$ cat src/rtl/sysid_check_master.sv
// Avalon-MM master that reads the system-ID slave (ID, then timestamp), compares both
// against build-time values and reports pass/fail without CPU involvement.
module sysid_check_master #(
  parameter logic [31:0] EXP_ID        = 32'h0000_0000,
  parameter logic [31:0] EXP_TIMESTAMP = 32'd1618983068,
  parameter bit          CHECK_TS      = 1'b1,
  parameter bit          AUTO_START    = 1'b1,
  parameter int unsigned TIMEOUT       = 255,
  parameter int unsigned MAX_RETRY     = 2
) (
  input  logic        clock,
  input  logic        reset_n,
  input  logic        start,
  output logic        av_address,
  output logic        av_read,
  input  logic [31:0] av_readdata,
  input  logic        av_waitrequest,
  output logic        busy,
  output logic        done,
  output logic        pass,
  output logic        id_mismatch,
  output logic        ts_mismatch,
  output logic        timeout_err,
  output logic [31:0] id_value,
  output logic [31:0] ts_value
);

  localparam int unsigned TW = 8;
  localparam int unsigned RW = 2;

  typedef enum logic [2:0] {IDLE, RD_ID, RD_TS, CHECK, DONE} state_t;

  state_t        state, state_nx;
  logic          gap, gap_nx;
  logic          armed;
  logic [TW-1:0] tcnt, tcnt_nx;
  logic [RW-1:0] retry, retry_nx;
  logic          launch, cap_id, cap_ts, to_fail;
  logic          id_mis, ts_mis;

  // Next-state: read sequencing, stall timeout and retry bookkeeping
  always_comb begin
    state_nx = state;
    gap_nx   = 1'b0;
    tcnt_nx  = tcnt;
    retry_nx = retry;
    launch   = 1'b0;
    cap_id   = 1'b0;
    cap_ts   = 1'b0;
    to_fail  = 1'b0;
    id_mis   = (id_value != EXP_ID);
    ts_mis   = CHECK_TS && (ts_value != EXP_TIMESTAMP);
    unique case (state)
      IDLE: begin
        if (start || (AUTO_START && !armed)) begin
          state_nx = RD_ID;
          launch   = 1'b1;
          retry_nx = '0;
          tcnt_nx  = '0;
        end
      end
      RD_ID, RD_TS: begin
        // gap=1 is the one idle bus cycle separating a timed-out read from its retry
        if (gap) begin
          tcnt_nx = '0;
        end else if (!av_waitrequest) begin
          tcnt_nx = '0;
          if (state == RD_ID) begin
            cap_id   = 1'b1;
            state_nx = CHECK_TS ? RD_TS : CHECK;
          end else begin
            cap_ts   = 1'b1;
            state_nx = CHECK;
          end
        end else if (tcnt == TW'(TIMEOUT - 1)) begin
          tcnt_nx = '0;
          if (retry < RW'(MAX_RETRY)) begin
            retry_nx = retry + RW'(1);
            state_nx = RD_ID;
            gap_nx   = 1'b1;
          end else begin
            to_fail  = 1'b1;
            state_nx = DONE;
          end
        end else begin
          tcnt_nx = tcnt + TW'(1);
        end
      end
      CHECK:   state_nx = DONE;
      DONE:    state_nx = IDLE;
      default: state_nx = IDLE;
    endcase
  end

  // State and registered outputs; bus strobes derive from the next state
  always_ff @(posedge clock or negedge reset_n) begin
    if (!reset_n) begin
      state       <= IDLE;
      gap         <= 1'b0;
      armed       <= 1'b0;
      tcnt        <= '0;
      retry       <= '0;
      av_read     <= 1'b0;
      av_address  <= 1'b0;
      busy        <= 1'b0;
      done        <= 1'b0;
      pass        <= 1'b0;
      id_mismatch <= 1'b0;
      ts_mismatch <= 1'b0;
      timeout_err <= 1'b0;
      id_value    <= '0;
      ts_value    <= '0;
    end else begin
      state      <= state_nx;
      gap        <= gap_nx;
      armed      <= 1'b1;
      tcnt       <= tcnt_nx;
      retry      <= retry_nx;
      av_read    <= ((state_nx == RD_ID) || (state_nx == RD_TS)) && !gap_nx;
      av_address <= (state_nx == RD_TS);
      busy       <= (state_nx inside {RD_ID, RD_TS, CHECK});
      done       <= (state_nx == DONE);
      if (cap_id) id_value <= av_readdata;
      if (cap_ts) ts_value <= av_readdata;
      if (launch) begin
        pass        <= 1'b0;
        id_mismatch <= 1'b0;
        ts_mismatch <= 1'b0;
        timeout_err <= 1'b0;
      end
      // Result is resolved on entry to DONE so pass is already valid during the done pulse
      if (state == CHECK) begin
        id_mismatch <= id_mis;
        ts_mismatch <= ts_mis;
        pass        <= !(id_mis || ts_mis);
      end
      if (to_fail) begin
        timeout_err <= 1'b1;
        pass        <= 1'b0;
      end
    end
  end

endmodule

$ cat config.mk
export PLATFORM = sky130hd
export DESIGN_NAME = sysid_check_master
export DESIGN_NICKNAME = d
export VERILOG_FILES = /design/src/rtl/sysid_check_master.sv
export SDC_FILE = /design/constraint.sdc
export NUM_CORES = 1
export LEC_CHECK = 0
export BUFFER_PORTS_ARGS = -buffer_cell sky130_fd_sc_hd__buf_4
export CAP_MARGIN = 10
export CORE_ASPECT_RATIO = 0.9
export CORE_MARGIN = 2
export CORE_UTILIZATION = 50
export DETAILED_ROUTE_END_ITERATION = 8
export GPL_TIMING_DRIVEN = 0
export PLACE_DENSITY = 0.82
export SETUP_SLACK_MARGIN = 0.3
export SKIP_LAST_GASP = 1
export SYNTH_ARGS = -nofsm -noshare
export SYNTH_HDL_FRONTEND = slang
export SYNTH_SLANG_ARGS = --single-unit
$ cat constraint.sdc
create_clock -name clock -period 6.55 [get_ports clock]
set_clock_uncertainty 0.05 [all_clocks]
set_input_delay 0.655 -clock clock [delete_from_list [all_inputs] [get_ports clock]]
set_output_delay 0.655 -clock clock [all_outputs]
set_load 0.03 [all_outputs]
==> results.cfg <==
[logic_synthesis]
ys.flop_type = dfrtp_1
synth_cell_types = 45
synth_area_um2 = 3620
synth_top_area_share = 0.601
synth_edf_count = 0
netlist_instances = 266
yosysWarnings = 0
ys_seq_elements = 87
syn_nets = 304
async_flop_share = 1.00
ys_top_cells_by_area = dfrtp_1, mux2_2, mux2_1
synth-seq-area-share = 0.601
yosysTopAreaCell = dfrtp_1
postSynthAreaPerCell_um2 = 13.6

[cts]
cts_hold_buf = 0
htreeDepth = 3
cts_buffer_depth = 2
root_buffer = clkbuf_8
cts_buffers = 9
cts_resized = 0
clk_latency_ns = 0.35
cts_tree = built
cts_sinks = 87
post_cts_buffers = 0
path_clk_slew_ns = 0.08

[power_and_ir_drop]
power_density_nw_per_um2 = 587
p_sw_uw = 1170
leakagePower_uw = 0.00221
finalPower_uw = 2800
p_comb_frac = 0.501
peakVddDrop_mv = 0.403
swShare = 0.417
p_seq_frac = 0.344
internal_power_uw = 1630
pwr-share-clk = 0.155

[layout]
fillers = 541
nets = 422
mostFrequentLayoutCell = buf_4
diodes = 0
area_growth_pct = 31.8
layout-drive-gt1-share = 0.470
final_cell_mix = buf_4, dfrtp_1, mux2_2
fin_util = 0.679

[outcome]
status = finished, final reports clean

[timing]
slew_viol_final = 0
fmax_mhz = 409
worst_slack_ns = 4.10
tightest_slew_ns = 1.06
slew_headroom = 0.294
rsz0062_at_grt = no
finalCriticalPeriod_ns = 2.45
fin_tns_setup_ns = 0
hold_viol_final = 0
finalSetupViolations = 0
period_share = 0.373

[global_route]
grt_use_met3 = 0.0646
grt_pass1_vias = 2693
use_met1 = 0.290
antenna_found_initial = 0
grt_overflow = 0
busiest_layer = met2
grt_max_degree = 88
grt_usage = 0.217
gr-usage-met2 = 0.331
grt_pass1_wl_mm = 13.2

[detailed_routing]
wl_per_cell_um = 16.8
drcViolationCount = 0
vias = 2598
postRouteAntennaNets = 0
vias_per_cell = 5.41
drtIter0Drc = 96
drt-total-wl_mm = 8.07
first_pass_iters = 4

[place]
portBuffers = 107
preCtsSetupSlack_ns = 4.11
place.gp.congestion = 0.857
dpl.hpwl_mm = 6.02

[worst_setup_path]
cp-end-kind = flip-flop
cp_max_fo = 10
r2r-start = tcnt[0]
cp.required_ns = 6.74
worstPathArrival_ns = 2.63
rrSetupSlack_ns = 4.10
critPathLaunchType = flip-flop
crit_type = flip-flop to flip-flop
r2r-end = ts_value[9]
worstRegToRegCells = 8

[floorplanning]
rows = 29
die_h_um = 84.8
die_x_um = 93.8
die_area_um2 = 7950
ios = 108
start_util = 0.515
core_um2 = 7040

[flow_run]
cap_violations = 0

[worst_hold_path]
hold_class = input port to async pin
## through the flow
step / cells / cell area (µm²) / hold WS (ns)
after floorplan: 266 / 3620 / 0.309
after global placement: 466 / 4540 / 0.413
after detailed placement: 466 / 4540 / 0.422
after CTS: 480 / 4780 / 0.440
after global routing: 480 / 4780 / 0.470
final: 480 / 4780 / 0.433
## power groups by stage
stage	clock [µW]	sequential (µW)	combinational, µW
2_1_floorplan	0	1360	487
3_3_place_gp	0	963	1390
3_5_place_dp	0	974	1410
4_1_cts	444	965	1420
5_1_grt	464	996	1490
6_report	433	965	1410
## worst max-delay path, cell delays in order, from the launching register on
cell     delay, ns
dfrtp_1       0.44
inv_1         0.08
ha_1          0.15
nand3_1       0.08
or3_4         0.37
mux2_4        0.33
a21oi_4       0.27
buf_6         0.21
mux2_2        0.34
## cell families (layout without fill, tap and decap cells)
group           Yosys count  in the layout  share of synthesized area
other cells               1              1                    0.00103
flops                    87             87                      0.601
buf+inv                  12            133                     0.0190
simple gates             70             70                      0.110
compound gates           25             25                     0.0487
xor+xnor                  2              2                    0.00483
fa+ha+maj                 2              2                    0.00690
mux                      67             67                      0.208
## flip-flops by register name, summed over array words and instances, names as in the netlist, 2 cells and up
| signal | cells |
|---|---|
| id_value | 32 |
| tcnt | 8 |
| retry | 2 |
| ts_value | 32 |
| state | 3 |
## worst max-delay path by stage
stage | from | to | slack (ns) | depth (start not counted)
final | tcnt[0] | ts_value[9] | 4.10 | 8
after global routing | tcnt[0] | ts_value[3] | 4.01 | 8
after CTS | tcnt[0] | ts_value[9] | 4.09 | 8
after detailed placement | av_waitrequest | ts_value[9] | 4.11 | 7
after global placement | av_waitrequest | ts_value[17] | 4.16 | 7
after floorplan | tcnt[0] | ts_value[22] | 4.35 | 8
## area by class of cell
type                    count  area [µm²]  share of cell area
clock inverters             4        95.1              0.0199
plain buffers               9        57.6              0.0120
flip-flops and latches     87        2180               0.456
multi-input cells         167        1380               0.289
repair buffers            107         803               0.168
inverters                   3        11.3             0.00236
well taps                  93         116              0.0244
clock buffers              10         138              0.0288
## Yosys cell counts (3+ instances only)
library cell	number
inv_1	3
dfrtp_1	87
o21ai_0	10
clkbuf_1	3
nor3b_1	3
buf_6	3
a21oi_1	3
nand3_1	11
mux2_2	51
mux2_1	13
nor4_1	11
nand4_1	5
nand2b_1	3
nor2_1	9
nand2_1	12
o31ai_1	3
## per-layer routing
layer  vias up  part of all wire
met3        20             0.066
met5         -                 0
met2        93              0.48
met4         0             0.031
met1      1274              0.43
li1       1211                 -
Power figures use the tool's default switching activity.
